[src/rtl/clock_bcd_sequencer.sv]
// rtl/clock_bcd_sequencer.sv - shared serial double-dabble BCD converter for hours/minutes/seconds
//
// One shift-add-3 engine is time-multiplexed over the three time fields.
// A tick snapshots the counters. The engine then converts hours, minutes and
// seconds in that order, and all six digits are published on a single edge.
//
// Optional feature macro: CLOCK_BCD_SEQUENCER_PENDING_EN
//   defined   - a tick accepted while busy is remembered and restarts the sequence
//   undefined - ticks while busy are dropped
//
// Parameters:
//   BIN_W        width of minutes/seconds inputs and iterations per field (6..7)
// Ports:
//   i_clk, i_reset_n         clock, synchronous active-low reset
//   i_en                     accept ticks when high
//   i_tick                   one-cycle strobe, time counters changed
//   i_seconds/i_minutes      binary seconds/minutes (BIN_W bits)
//   i_hours                  binary hours (5 bits)
//   o_*_msb / o_*_lsb        BCD tens / ones digits per field
//   o_busy                   sequence in progress
//   o_valid                  one-cycle pulse, new digits published
module clock_bcd_sequencer #(
    parameter int BIN_W = 6
) (
    input  logic             i_clk,
    input  logic             i_reset_n,
    input  logic             i_en,
    input  logic             i_tick,
    input  logic [BIN_W-1:0] i_seconds,
    input  logic [BIN_W-1:0] i_minutes,
    input  logic [4:0]       i_hours,
    output logic [3:0]       o_hours_msb,
    output logic [3:0]       o_hours_lsb,
    output logic [3:0]       o_minutes_msb,
    output logic [3:0]       o_minutes_lsb,
    output logic [3:0]       o_seconds_msb,
    output logic [3:0]       o_seconds_lsb,
    output logic             o_busy,
    output logic             o_valid
);

    typedef enum logic [1:0] {IDLE, CONV, STORE} state_t;
    typedef enum logic [1:0] {F_HOURS, F_MINUTES, F_SECONDS} field_t;

    localparam int SR_W = BIN_W + 8;

    state_t            state, next_state;
    field_t            field;
    logic [2:0]        iter;
    // {tens, ones, bin}; the bin part doubles as the hours snapshot, since
    // hours are loaded straight into the engine on the capture edge.
    logic [SR_W-1:0]   sr;
    logic [BIN_W-1:0]  snap_m, snap_s;
    logic [3:0]        sh_hm, sh_hl, sh_mm, sh_ml;
    logic [3:0]        tens_adj, ones_adj;
    logic              accept;
    logic              start;

    assign accept = i_tick & i_en;

`ifdef CLOCK_BCD_SEQUENCER_PENDING_EN
    logic pending;
    assign start = pending | accept;

    always_ff @(posedge i_clk) begin
        if (!i_reset_n) begin
            pending <= 1'b0;
        end else if (state == IDLE) begin
            pending <= 1'b0;
        end else if (accept) begin
            // The publish edge (STORE/SECONDS) is still busy, so it lands here too.
            pending <= 1'b1;
        end
    end
`else
    assign start = accept;
`endif

    assign o_busy = (state != IDLE);

    always_ff @(posedge i_clk) begin
        if (!i_reset_n) begin
            state <= IDLE;
        end else begin
            state <= next_state;
        end
    end

    always_comb begin
        next_state = state;
        case (state)
            IDLE:    if (start) next_state = CONV;
            CONV:    if (iter == 3'(BIN_W - 1)) next_state = STORE;
            STORE:   next_state = (field == F_SECONDS) ? IDLE : CONV;
            default: next_state = IDLE;
        endcase
    end

    // Add-3 correction applied before each shift.
    always_comb begin
        ones_adj = sr[BIN_W+3:BIN_W];
        tens_adj = sr[BIN_W+7:BIN_W+4];
        if (ones_adj >= 4'd5) ones_adj = ones_adj + 4'd3;
        if (tens_adj >= 4'd5) tens_adj = tens_adj + 4'd3;
    end

    always_ff @(posedge i_clk) begin
        if (!i_reset_n) begin
            field         <= F_HOURS;
            iter          <= '0;
            sr            <= '0;
            snap_m        <= '0;
            snap_s        <= '0;
            sh_hm         <= '0;
            sh_hl         <= '0;
            sh_mm         <= '0;
            sh_ml         <= '0;
            o_hours_msb   <= '0;
            o_hours_lsb   <= '0;
            o_minutes_msb <= '0;
            o_minutes_lsb <= '0;
            o_seconds_msb <= '0;
            o_seconds_lsb <= '0;
            o_valid       <= 1'b0;
        end else begin
            o_valid <= 1'b0;
            case (state)
                IDLE: begin
                    if (start) begin
                        snap_m <= i_minutes;
                        snap_s <= i_seconds;
                        sr     <= {8'd0, {(BIN_W-5){1'b0}}, i_hours};
                        field  <= F_HOURS;
                        iter   <= '0;
                    end
                end
                CONV: begin
                    // Tens MSB falls off the top: hundreds are discarded (mod 100).
                    sr   <= {tens_adj, ones_adj, sr[BIN_W-1:0]} << 1;
                    iter <= iter + 3'd1;
                end
                STORE: begin
                    iter <= '0;
                    case (field)
                        F_HOURS: begin
                            sh_hm <= sr[BIN_W+7:BIN_W+4];
                            sh_hl <= sr[BIN_W+3:BIN_W];
                            sr    <= {8'd0, snap_m};
                            field <= F_MINUTES;
                        end
                        F_MINUTES: begin
                            sh_mm <= sr[BIN_W+7:BIN_W+4];
                            sh_ml <= sr[BIN_W+3:BIN_W];
                            sr    <= {8'd0, snap_s};
                            field <= F_SECONDS;
                        end
                        default: begin
                            // Seconds go straight from the engine to the outputs
                            // so all six digits change on this one edge.
                            o_hours_msb   <= sh_hm;
                            o_hours_lsb   <= sh_hl;
                            o_minutes_msb <= sh_mm;
                            o_minutes_lsb <= sh_ml;
                            o_seconds_msb <= sr[BIN_W+7:BIN_W+4];
                            o_seconds_lsb <= sr[BIN_W+3:BIN_W];
                            o_valid       <= 1'b1;
                            field         <= F_HOURS;
                        end
                    endcase
                end
                default: ;
            endcase
        end
    end

endmodule

[config.mk]
export PLATFORM = sky130hd
export DESIGN_NAME = clock_bcd_sequencer
export DESIGN_NICKNAME = d
export VERILOG_FILES = /design/src/rtl/clock_bcd_sequencer.sv
export SDC_FILE = /design/constraint.sdc
export NUM_CORES = 1
export LEC_CHECK = 0
export CORE_ASPECT_RATIO = 0.8
export CORE_MARGIN = 3
export CORE_UTILIZATION = 40
export CTS_BUF_LIST = sky130_fd_sc_hd__clkbuf_16
export CTS_CLUSTER_DIAMETER = 60
export CTS_CLUSTER_SIZE = 40
export DETAILED_ROUTE_END_ITERATION = 16
export SYNTH_ARGS = -nofsm -noshare
export SYNTH_HDL_FRONTEND = slang
export SYNTH_SLANG_ARGS = --single-unit
[constraint.sdc]
create_clock -name i_clk -period 2.5 [get_ports i_clk]
set_input_delay 0.625 -clock i_clk [delete_from_list [all_inputs] [get_ports i_clk]]
set_output_delay 0.625 -clock i_clk [all_outputs]
set_load 0.01 [all_outputs]
; Word level (Yosys, flattened, before mapping)
; Cells that the tools add are included.
[word_totals]
reg_bits = 74
out_inout_bits = 26
[classes]
add_sub_neg = 3
n_bitwise = 2
muxes = 15
reduce_logical = 15
n_lt_le_gt_ge = 2
n_eq_ne = 8
[ops]
columns = cell, count
row1 = 14-bit case mux with 3 select lines, 1
row2 = 14-bit case mux with 2 select lines, 1
row3 = 2-bit AND reduction, 8
row4 = 14-bit two-way mux, 1
row5 = 3-bit case mux with 3 select lines, 1
row6 = "4-bit by 3-bit >= comparator with 1-bit output, second input constant", 2
row7 = 2-bit case mux with 2 select lines, 2
row8 = 2-bit two-way mux, 3
row9 = 3-bit two-way mux, 2
row10 = 2-bit case mux with 3 select lines, 1
row11 = "4-bit by 2-bit adder with 4-bit output, second input constant", 1
row12 = "2-bit by 1-bit equality test with 1-bit output, second input constant", 2
row13 = "2-bit equality test, second input constant", 2
row14 = 2-bit zero test, 2
row15 = 4-bit two-way mux, 1
row16 = "2-bit inequality test, second input constant", 2
row17 = 2-bit nonzero test, 2
row18 = "3-bit by 1-bit adder with 3-bit output, second input constant", 1
row19 = "3-bit by 2-bit adder with 3-bit output, second input constant", 1
row20 = "3-bit equality test, second input constant", 1
row21 = "3-bit inequality test, second input constant", 1
row22 = 3-bit AND reduction, 1
row23 = 3-bit nonzero test, 1
row24 = 1-bit two-way mux, 2
row25 = 3 further kinds, 3

; Depth between registers and ports, before layout
[depth]
word_depth = 4
ltp_mapped = 9

; Worst setup path before layout
; OpenSTA, ideal clock, no wires.
[synth_path]
path_kind = input -> register
start = input i_reset_n
end = register field[1]
arrival_ns = 1.510
path_slack_ns = 0.862
n_path_buf = 3
stages = 5
path_cell_list = clkbuf_1 inv_1 clkbuf_1 buf_1 nor2_1
[synth_lines]
columns = item, line
row1 = "start, declared", 26  ; input logic i_reset_n,
row2 = "end signal, assigned", 109  ; field <= F_HOURS;
row3 = "end signal, assigned", 133  ; field <= F_HOURS;
row4 = "end signal, assigned", 149  ; field <= F_MINUTES;
row5 = "end, declared", 48  ; field_t field;
; No word-level cell between the ends.

; Worst setup path after layout
[layout_path]
start = register state[0]
end = output o_busy
[layout_between]
elab_chain_len = 1
[layout_rtl]
columns = item, line
row1 = "start, declared", 47  ; state_t state, next_state;
row2 = "start signal, assigned", 85  ; state <= next_state;
row3 = 2-bit nonzero test, 79  ; assign o_busy = (state != IDLE);
row4 = "end, declared", 38  ; output logic o_busy,
; No other way between the ends.

==> results by group <==
Timing
  – Clock Skew: ~0.0052 ns
  – RSZ-0062 raised after global routing: no
  – Worst hold slack: roughly 0.45 ns
  – Period utilization: 91.5%
  – Slew Viols, Final: 0
  – Tmin final: 2.29 ns
  – Hold Vio Cnt, Final: 0
  – Final setup vio count: 0
  – Worst slew pin tran: 0.804 ns
  – Fin Setup TNS: 0 ns
  – Crit path setup slack, layout: 0.213 ns
  – Slew HR: 46.3%
  – Fmax: around 440 MHz

Die
  – # rows: 28
  – Initial core utilization: 41.6%
  – Io pins: 47
  – Die area: 8900 um2
  – Die Height: approximately 85 um
  – CORE AREA: 7500 um2
  – Die width: 105 um

Critical path
  – Critical Path Fanout Max: 7
  – Setup crit end kind: primary output
  – Crit path cell chain: inv_1, ha_1, inv_1, clkdlybuf4s50_1
  – Critical Path RT: 1.88 ns
  – Slowest Stage Delay on Critical Path: 0.53 ns
  – Setup CP Type: flop to primary output
  – Crit path depth: 4
  – R2R depth: 6
  – Slowest cell on the critical path: clkdlybuf4s50_1
  – Worst reg2reg startpoint: state[0]
  – CP arrival: ~1.7 ns
  – Crit path max-delay family: buffers and inverters
  – Most numerous cell on the critical path: inv_1
  – Bufs and invs on worst path: 3
  – Crit start category: flop
  – Critical path startpoint: state[0]

Yosys
  – Post-synthesis sequential area ratio: between 40% and 50%
  – Avg Inst Size Synth: 8.27 um2
  – Post-synth EDFFs: 0
  – Synth top area cells: dfxtp_1, nand2_1, a21oi_1
  – Top_reg_cell synth: dfxtp_1
  – Synth Instances: 377
  – Warnings, synthesis: 0
  – Top-area cell type share of the netlist area: between 40% and 50%
  – Syn nets: slightly above 400
  – Synth cell count leaders: nand2_1, dfxtp_1, a21oi_1, nor2_1
  – Ys async rst share: 0%
  – Post-synthesis cell type count: 36
  – Most common cell in the netlist: nand2_1
  – Post-synthesis register bit count: 74
  – Cell Area, Synth: around 3100 um2
  – Area leader, netlist: dfxtp_1

Detailed routing
  – DR iter-0 viols: 144
  – Per-cell routed wire length: 12.9 um
  – Detailed Route WL: 6.79 mm
  – DR DRC count: 0
  – Via count: 2581
  – Final antenna-violating net count: 0
  – Post-DR vias/cell: 4.90
  – Pre-Repair DR Iteration Count: 4

Power and ir drop
  – P_leak: roughly 1.4 nW
  – IR drop worst, VDD: approximately 0.0004 V
  – Pwr Density: 657 nW/um2
  – Tot Pwr: 0.00258 W

Clock tree
  – CTS Hold Bufs: 0
  – Clk sinks: 74
  – CTS tree: built
  – H-tree Lvls: 3
  – Worst-Skew Late Latency: 0.33 ns
  – Cts repair resizes: 0
  – Clock Path Buffers: 2
  – TritonCTS buffer count: 9
  – Clk root buf: clkbuf_16
  – CTS clk-pin slew, worst paths: ~0.060 ns
  – Postcts setup bufs: 0

Min path
  – Hold_sp: o_minutes_msb[3]
  – Hold Crit Depth: 2
  – Hold crit path type: flop to flop

Placed design
  – I/O Buffers: 46
  – Routability Congestion: 0.803
  – Post-DP HPWL: 4.73 mm
  – Dpl ws: 0.324 ns

Global routing
  – Grt total ovfl: 0
  – Vias in the first global route: ~2400
  – Initial antenna violation count: 0
  – First-pass GRT wire length: 11.7 mm
  – Total track usage: between 10% and 20%
  – Largest net degree at the start of global routing: 28

Finish
  – Final nets: ~450
  – Layout cell share with drive strength beyond 1: 7.82%
  – ANT cells: 0
  – Syn-to-layout area delta: 26.2%

Flow run
  – Max Cap Viol: 0

Status
  – Run status: complete, no violations
## cell families (layout without fill, tap and decap cells)
group / count (synthesis) / after routing / synth area share, %
DFF: 74 / 74 / 47.5
muxes: 20 / 20 / 6.86
and+or+nand+nor: 148 / 148 / 20.9
xor gates and xnor gates: 2 / 2 / 0.562
adders and majority gates: 10 / 10 / 4.01
buffers and inverters: 37 / 82 / 5.02
AOI/OAI and AO/OA: 86 / 86 / 15.2
## final timing paths
check,endpoint,slack (ns)
max,o_busy,0.21
min,o_minutes_msb[3],0.45
min reg2reg,o_minutes_msb[3],0.45
max reg2reg,sr[3],0.58
## where the power goes
group	leakage [nW]	switching (W)	internal (W)
Clock	0.129	0.000473	0.000658
Combinational	0.678	0.000133	0.0000994
Sequential	0.598	0.0000145	0.00121
## stage by stage
step,util [%],cell area [um2],std cells
final,52.5,3940,527
after CTS,52.5,3940,527
after global routing,52.5,3940,527
after floorplan,-,3120,377
after global placement,49.0,3670,511
after detailed placement,49.0,3670,511
## layer usage
metal  track usage, %  vias to the layer above  part of all wire, %
li1                 -                     1342                    -
met3             5.63                       10                  4.8
met5                0                        -                    0
met1             23.1                     1176                   52
met2             23.0                       53                   42
met4             5.13                        0                  1.4
## worst min-delay path, cell delays in order (launching register included)
cell and delay [ns]:
dfxtp_1 0.30, nand2_1 0.05, a21oi_1 0.05
## cells in the final DEF (no fill, tap or decap), types with 7 or more instances in the layout
cell type	count
nand3_1	15
a21oi_1	57
dfxtp_1	74
o21ai_0	15
buf_4	7
clkdlybuf4s50_1	46
nand2_1	84
mux2_2	7
mux2i_1	12
ha_1	10
clkbuf_16	9
inv_1	13
nor2_1	26
## state kept, by name, indices dropped and copies added, names as in the netlist, 3 cells and up
name and cells:
o_minutes_lsb 4, sh_ml 4, sh_hm 4, o_seconds_lsb 4, o_minutes_msb 4, snap_s 6, sr 14, o_hours_lsb 4
snap_m 6, iter 3, o_seconds_msb 4, sh_mm 4, sh_hl 4, o_hours_msb 4
## final cells by class
class	instances	area, um2
Multi-Input combinational cell	266	1480
Timing Repair Buffer	54	533
Fill cell	732	3560
Inverter	12	45.0
Tap cell	105	131
Sequential cell	74	1480
Clock buffer	9	225
Clock inverter	7	38.8
(Power assumes the default switching activity.)
